==> src/rtl/register_file_if.sv <==
// Register file access bus: WB-stage write port, two ID-stage read ports,
// and write-activity status. The master drives the indices, write data and
// strobe. The slave (register_file) returns read data and status.
interface register_file_if #(
   parameter int DATA_W = 16,
   parameter int ADDR_W = 3
);
   logic              reg_write_en;
   logic [ADDR_W-1:0] reg_write_dest;
   logic [DATA_W-1:0] reg_write_data;
   logic [ADDR_W-1:0] reg_read_addr_1;
   logic [DATA_W-1:0] reg_read_data_1;
   logic [ADDR_W-1:0] reg_read_addr_2;
   logic [DATA_W-1:0] reg_read_data_2;
   logic [15:0]       wr_count;
   logic [ADDR_W-1:0] last_wr_dest;

   modport master (
      output reg_write_en, reg_write_dest, reg_write_data,
      output reg_read_addr_1, reg_read_addr_2,
      input  reg_read_data_1, reg_read_data_2, wr_count, last_wr_dest
   );

   modport slave (
      input  reg_write_en, reg_write_dest, reg_write_data,
      input  reg_read_addr_1, reg_read_addr_2,
      output reg_read_data_1, reg_read_data_2, wr_count, last_wr_dest
   );
endinterface

==> src/rtl/register_file.sv <==
// Eight-entry 16-bit register file with two combinational read ports and
// one synchronous write port. R0 is hardwired to zero.
// The design also tracks a saturating count of committed writes and the
// index of the most recent committed write.
// Optional feature: define REG_WRITE_BYPASS_EN to forward same-cycle write
// data onto a matching read port (write-through). Without it, a read returns
// the stored value until the clock edge.
module register_file #(
   parameter int NUM_REGS = 8,
   parameter int DATA_W   = 16,
   parameter int ADDR_W   = 3
) (
   input logic              clk,
   input logic              rst,
   register_file_if.slave   bus
);

   logic [DATA_W-1:0] regs [NUM_REGS];
   logic [15:0]       wr_count_q;
   logic [ADDR_W-1:0] last_wr_dest_q;
   logic              commit;

   // A write only counts when it targets a real (nonzero) register.
   assign commit = bus.reg_write_en && (bus.reg_write_dest != '0);

   // Register storage: cleared asynchronously, written on commit. R0 is never written.
   always_ff @(posedge clk or negedge rst) begin
      if (!rst) begin
         for (int i = 0; i < NUM_REGS; i++) regs[i] <= '0;
      end else begin
         for (int i = 1; i < NUM_REGS; i++)
            if (commit && (bus.reg_write_dest == ADDR_W'(i))) regs[i] <= bus.reg_write_data;
      end
   end

   // Write statistics: saturating commit count and last destination.
   always_ff @(posedge clk or negedge rst) begin
      if (!rst) begin
         wr_count_q     <= '0;
         last_wr_dest_q <= '0;
      end else if (commit) begin
         if (wr_count_q != '1) wr_count_q <= wr_count_q + 16'd1;
         last_wr_dest_q <= bus.reg_write_dest;
      end
   end

   function automatic logic [DATA_W-1:0] rd_mux(input logic [ADDR_W-1:0] addr);
      logic [DATA_W-1:0] v;
      v = '0;
      if (addr != '0) begin
         v = regs[addr];
`ifdef REG_WRITE_BYPASS_EN
         // Bypassing is suppressed during reset so reads still return zero.
         if (rst && commit && (addr == bus.reg_write_dest)) v = bus.reg_write_data;
`endif
      end
      return v;
   endfunction

   // Combinational read ports; address 0 always returns zero.
   always_comb begin
      bus.reg_read_data_1 = rd_mux(bus.reg_read_addr_1);
      bus.reg_read_data_2 = rd_mux(bus.reg_read_addr_2);
   end

   assign bus.wr_count     = wr_count_q;
   assign bus.last_wr_dest = last_wr_dest_q;

endmodule

==> src/flat_wrapper.sv <==
// flat-port wrapper written by rule: the top's interface ports become plain ports
module register_file_flat 
#(
   parameter int NUM_REGS = 8,
   parameter int DATA_W   = 16,
   parameter int ADDR_W   = 3
)
  (clk, rst, bus_reg_write_en, bus_reg_write_dest, bus_reg_write_data, bus_reg_read_addr_1, bus_reg_read_addr_2, bus_reg_read_data_1, bus_reg_read_data_2, bus_wr_count, bus_last_wr_dest);
  register_file_if #(.DATA_W(DATA_W), .ADDR_W(ADDR_W)) bus_i ();
  input logic clk;
  input logic rst;
  input wire logic [$bits(bus_i.reg_write_en)-1:0] bus_reg_write_en;
  input wire logic [$bits(bus_i.reg_write_dest)-1:0] bus_reg_write_dest;
  input wire logic [$bits(bus_i.reg_write_data)-1:0] bus_reg_write_data;
  input wire logic [$bits(bus_i.reg_read_addr_1)-1:0] bus_reg_read_addr_1;
  input wire logic [$bits(bus_i.reg_read_addr_2)-1:0] bus_reg_read_addr_2;
  output wire logic [$bits(bus_i.reg_read_data_1)-1:0] bus_reg_read_data_1;
  output wire logic [$bits(bus_i.reg_read_data_2)-1:0] bus_reg_read_data_2;
  output wire logic [$bits(bus_i.wr_count)-1:0] bus_wr_count;
  output wire logic [$bits(bus_i.last_wr_dest)-1:0] bus_last_wr_dest;
  assign bus_i.reg_write_en = bus_reg_write_en;
  assign bus_i.reg_write_dest = bus_reg_write_dest;
  assign bus_i.reg_write_data = bus_reg_write_data;
  assign bus_i.reg_read_addr_1 = bus_reg_read_addr_1;
  assign bus_i.reg_read_addr_2 = bus_reg_read_addr_2;
  assign bus_reg_read_data_1 = bus_i.reg_read_data_1;
  assign bus_reg_read_data_2 = bus_i.reg_read_data_2;
  assign bus_wr_count = bus_i.wr_count;
  assign bus_last_wr_dest = bus_i.last_wr_dest;
  register_file #(.NUM_REGS(NUM_REGS), .DATA_W(DATA_W), .ADDR_W(ADDR_W)) u_core (.clk(clk), .rst(rst), .bus(bus_i));
endmodule
==> config.mk <==
export PLATFORM = sky130hd
export DESIGN_NAME = register_file_flat
export DESIGN_NICKNAME = d
export VERILOG_FILES = /design/src/rtl/register_file_if.sv /design/src/rtl/register_file.sv /design/src/flat_wrapper.sv
export SDC_FILE = /design/constraint.sdc
export NUM_CORES = 1
export LEC_CHECK = 0
export CAP_MARGIN = 20
export CORE_UTILIZATION = 45
export DETAILED_ROUTE_END_ITERATION = 8
export PLACE_DENSITY_LB_ADDON = 0.1
export SYNTH_ARGS = -nofsm -noshare
export SYNTH_HDL_FRONTEND = slang
export SYNTH_SLANG_ARGS = --single-unit
==> constraint.sdc <==
create_clock -name clk -period 2.78 [get_ports clk]
set_input_delay 0.556 -clock clk [delete_from_list [all_inputs] [get_ports clk]]
set_output_delay 0.556 -clock clk [all_outputs]
set_load 0.05 [all_outputs]
### Yosys cells after proc, flatten, opt, wreduce, memory -nomap -nowiden

Cells that the tools add are included.

* output and inout port bits: 51
* register bits after elaboration: 131
* word-level logic and storage cells: 42
* input port bits: 28

* eq/ne operators: 8
* add/sub/neg operators: 1
* reduce and logical (&&, ||, !) cells: 12
* multiplexer cells: 8
* $lt $le $gt $ge: 2
* bitwise gates (word level): 2

Operator list (count)
* 16-bit binary-select mux with 3-bit select: 2
* 16-bit two-way mux: 6
* 16-bit by 1-bit adder with 16-bit output, second input constant: 1
* 16-bit != test, second input constant: 1
* 3-bit equality test, second input constant: 4
* 3-bit nonzero test: 3
* 4-bit greater-or-equal comparator, second input constant: 2
* 1-bit logical AND: 8
* 3-bit NOT with 4-bit output: 2
* 3-bit by 2-bit equality test with 1-bit output, second input constant: 2
* 3-bit by 1-bit equality test with 1-bit output, second input constant: 1
* 2-bit AND reduction: 1

### Depth between registers and ports, before layout

* depth in word-level cells: 5
* gate-level depth with buffers: 6
* depth with buffers taken out: 5

### Least setup slack after synthesis

OpenSTA, ideal clock, no wires.

* path type: input to output
* start point: input port bus_reg_read_addr_2[1]
* end point: output port bus_reg_read_data_2[10]
* cell stages on the path: 5
* data required time: 2.224 ns
* buffers on the path: 2
* data arrival time: 2.495 ns
* path slack: -0.271 ns
* cell sequence: clkbuf_1 > nor2b_1 > buf_2 > a22oi_1 > o21ai_0

* word-level cells in the longest chain between the ends: 5
* elaborated cells on any way between the ends: 6
* those cells by class: mux (4); bitwise (1); reduce/logical (1)

Ends and longest elaborated chain
* from (decl): RTL line flat_wrapper.sv:16 `input wire logic [$bits(bus_i.reg_read_addr_2)-1:0] bus_reg_read_addr_2;`
* 3-bit NOT with 4-bit output (not written as such): RTL line register_file.sv:51 `v = regs[addr];`
* 16-bit binary-select mux with 3-bit select: RTL line register_file.sv:51
* 16-bit two-way mux (not written as such) (2 in a row): RTL line register_file.sv:51
* 16-bit two-way mux *: RTL line register_file.sv:50 `if (addr != '0) begin`
* to (decl): RTL line flat_wrapper.sv:18 `output wire logic [$bits(bus_i.reg_read_data_2)-1:0] bus_reg_read_data_2;`

Mark *: on every way between the ends. The rest lies on a longest branch, timed or not. The select of a mux whose other input is x is not followed.

### Final worst setup path

* start point: input port bus_reg_read_addr_1[1]
* end point: output port bus_reg_read_data_1[3]

* word-level cells in the longest chain between the ends: 5
* elaborated cells on any way between the ends: 6
* those cells by class: mux (4); bitwise (1); reduce/logical (1)

Ends and longest elaborated chain
* from (decl): RTL line flat_wrapper.sv:15 `input wire logic [$bits(bus_i.reg_read_addr_1)-1:0] bus_reg_read_addr_1;`
* 3-bit NOT with 4-bit output (not written as such): RTL line register_file.sv:51
* 16-bit binary-select mux with 3-bit select: RTL line register_file.sv:51
* 16-bit two-way mux (not written as such) (2 in a row): RTL line register_file.sv:51
* 16-bit two-way mux *: RTL line register_file.sv:50
* to (decl): RTL line flat_wrapper.sv:17 `output wire logic [$bits(bus_i.reg_read_data_1)-1:0] bus_reg_read_data_1;`

Marks and branches as above.

==> results.json <==
{
  "r2r_start": "u_core.bus.wr_count[0]",
  "cap_violations": 0,
  "crit_path_start_kind": "input port",
  "slowest_delay_ps": 320,
  "synth_largest_area_cell": "dfrtp_1",
  "drt-total-wl_mm": 16.9,
  "layout-drive-gt1-share": 0.470,
  "synth_area_um2": 6860,
  "root_buffer": "clkbuf_16",
  "setup_viol": 0,
  "n_antenna_cell": 0,
  "avgSynthCellArea_um2": 13.4,
  "synth_top_area_frac": 0.478,
  "cp-startpoint": "bus_reg_read_addr_1[1]",
  "dr_wl_met3_um": 694,
  "grt_max_degree": 56,
  "ant_nets": 0,
  "critPathCaptureType": "output port",
  "start_util": 0.467,
  "critPathRequiredTime_ps": 2220,
  "utilization": 0.619,
  "syn-num-nets": 542,
  "route.vias.total": 4778,
  "drt_iter0_markers": 213,
  "critical_path_class": "input port to output port",
  "r2r_end": "u_core.bus.wr_count[15]",
  "rows": 44,
  "worstHoldPathType": "input port to asynchronous set/reset pin",
  "violations": "DRC",
  "hold_ws_ps": 144,
  "synth_seq_area_share": 0.478,
  "wl_met2_mm": 8.47,
  "crit_family": "buffers and inverters",
  "ys_types": 40,
  "die_w_um": 125,
  "fin_total_pwr_mw": 7.29,
  "core_area_um2": 14700,
  "ios": 79,
  "slew_headroom": 0.592,
  "place_congestion": 0.772,
  "wire_per_inst_um": 20.9,
  "finalHoldViolations": 0,
  "drt_pass1_iterations": 7,
  "cts_tree": "done",
  "overflow": 0,
  "htree_num_levels": 4,
  "fin_crit_ps": 2620,
  "drt-vias-per-instance": 5.90,
  "highest_layer": "met4",
  "grt_pass1_wl_mm": 27.9,
  "drc": 5,
  "grt.total_usage": 0.233,
  "clockBufferDepth": 2,
  "synth_area_leaders": "dfrtp_1 (48%), mux2_2 (23%), mux4_2 (11%), a221oi_1 (1.9%), a22oi_1 (1.8%)",
  "status": "finished with violations",
  "synthFlopType": "dfrtp_1",
  "slowest_stage": "mux2_2",
  "crit_arrival_ps": 2060,
  "dp_hpwl_mm": 10.8,
  "wl_met1_mm": 7.45,
  "synth_edf_count": 0,
  "insertion_delay_ps": 420,
  "fmax_mhz": 382,
  "cp_max_fo": 7,
  "rr_worst_depth": 5,
  "nFillCells": 1156,
  "postSynth.asyncResetShare": 1.00,
  "crit_path_end": "bus_reg_read_data_1[3]",
  "leakage_nw": 3.85,
  "ff2ff_setup_slack_ps": 980,
  "ys_warn_count": 16,
  "finalCritPeriodShare": 0.942,
  "drv_slew": 0,
  "cp.depth": 6,
  "cts_hold_buf": 0,
  "synthCells": 513,
  "grt_setup_unrepaired": "false",
  "area_growth_syn_to_layout_pct": 32.6,
  "ys_ff_latch": 131,
  "path_cells": "dlygate4sd2_1, bufbuf_16, mux2_2, a221oi_1, a21oi_1, buf_12",
  "crit_buf_inv": 3,
  "portBuffers": 78,
  "cts_buffers": 17,
  "grt_pass1_vias": 5172,
  "ir_drop_v": 0.000622,
  "clock_sinks": 131,
  "pwr_density_cell_nw_per_um2": 802,
  "clk_pin_slew_ps": 60,
  "antenna_found_initial": 0,
  "die_h_um": 125,
  "tightest_slew_ps": 613,
  "nNetsFinal": 642,
  "dieArea_um2": 15700,
  "clock-skew-final_ps": 1.03
}
-- synth_stat cells (5+ instances only) --
master	n
xor2_1	7
mux2_2	143
dfrtp_1	131
buf_4	6
o21ai_0	16
clkbuf_1	12
inv_1	16
mux4_2	32
a221oi_1	15
xnor2_1	8
nand3_1	5
a21oi_1	16
a22oi_1	16
nand2_1	29
buf_2	20
nand4_1	5
nor3_1	5
-- per-layer routing --
layer | vias up | global-route usage
met5 | - | 0
met1 | 2486 | 0.298
li1 | 2147 | -
met2 | 115 | 0.384
met3 | 30 | 0.0531
met4 | 0 | 0.0954
-- per-stage QoR --
stage	setup slack, ps	TNS [ps]	instance area (µm²)	std cells
after global routing	62.1	0	9090	810
after CTS	147	0	9090	810
after global placement	-89.3	-350	8420	773
final	161	0	9090	810
after detailed placement	-108	-548	8420	773
after floorplan	72.2	0	6860	513
-- worst register-to-register path, stage by stage, from the launching register on --
cell and delay [ps]:
dfrtp_1 430, ha_1 230, and3_2 240, and4_4 160, or4b_1 490, xnor2_1 140
-- power breakdown --
part / total (mW) / switching (mW) / internal (mW)
Clock: 2.30 / 0.847 / 1.45
Sequential: 2.66 / 0.329 / 2.33
Combinational: 2.33 / 1.13 / 1.20
Total: 7.29 / 2.31 / 4.99
-- worst min-delay path by stage --
stage / from / to / slack [ps] / cells after the start
after floorplan: rst / u_core.bus.last_wr_dest[0] / 260 / 0
after global placement: u_core.bus.last_wr_dest[2] / u_core.bus.last_wr_dest[2] / 470 / 2
after detailed placement: u_core.bus.last_wr_dest[0] / u_core.bus.last_wr_dest[0] / 470 / 2
after CTS: rst / u_core.regs[52] / 160 / 1
after global routing: rst / u_core.regs[52] / 180 / 1
final: rst / u_core.regs[52] / 140 / 1
-- cell usage in the layout (no fill, tap or decap), drive strengths merged, types with 2 or more instances in the layout --
cell / count
and3: 3
bufinv: 3
clkinvlp: 4
clkbuf: 19
nand4: 5
dlygate4sd2: 2
a221oi: 15
xor2: 7
nand2: 29
a21oi: 16
xnor2: 8
nand3: 5
nor3: 7
mux4: 32
a22oi: 16
nand4b: 4
inv: 17
dfrtp: 131
clkdlybuf4s50: 41
and4: 4
o21ai: 16
nor2b: 2
nor4bb: 2
buf: 76
nor2: 2
clkinv: 5
mux2: 144
-- registers in the layout, summed over array words and instances (netlist names) --
name                     flops
u_core.bus.last_wr_dest      3
u_core.bus.wr_count         16
u_core.regs                112
-- repair_timing --
action / CTS / global route
endpoints found under the hold margin: 0 / 0
endpoints found under the setup margin: 20 / 0
buffers inserted: 4 / 0
resized for setup: 4 / 0
-- logic make-up (layout without fill, tap and decap cells) --
kind of cell | Yosys count | after routing | share of synthesized area
compound gates | 68 | 68 | 0.0666
xor+xnor | 15 | 15 | 0.0192
fa+ha+maj | 1 | 1 | 0.00182
buf+inv | 55 | 168 | 0.0370
flops | 131 | 131 | 0.478
mux | 177 | 177 | 0.343
simple gates | 66 | 66 | 0.0547
-- layout make-up --
cell class | instances | area, µm² | area share
clock inverters | 13 | 158 | 0.0173
inverters | 16 | 60.1 | 0.00660
repair buffers | 120 | 1560 | 0.171
clock buffers | 19 | 453 | 0.0498
multi-input cells | 327 | 3360 | 0.370
well taps | 184 | 230 | 0.0253
flip-flops and latches | 131 | 3280 | 0.360
(Power assumes the default switching activity.)
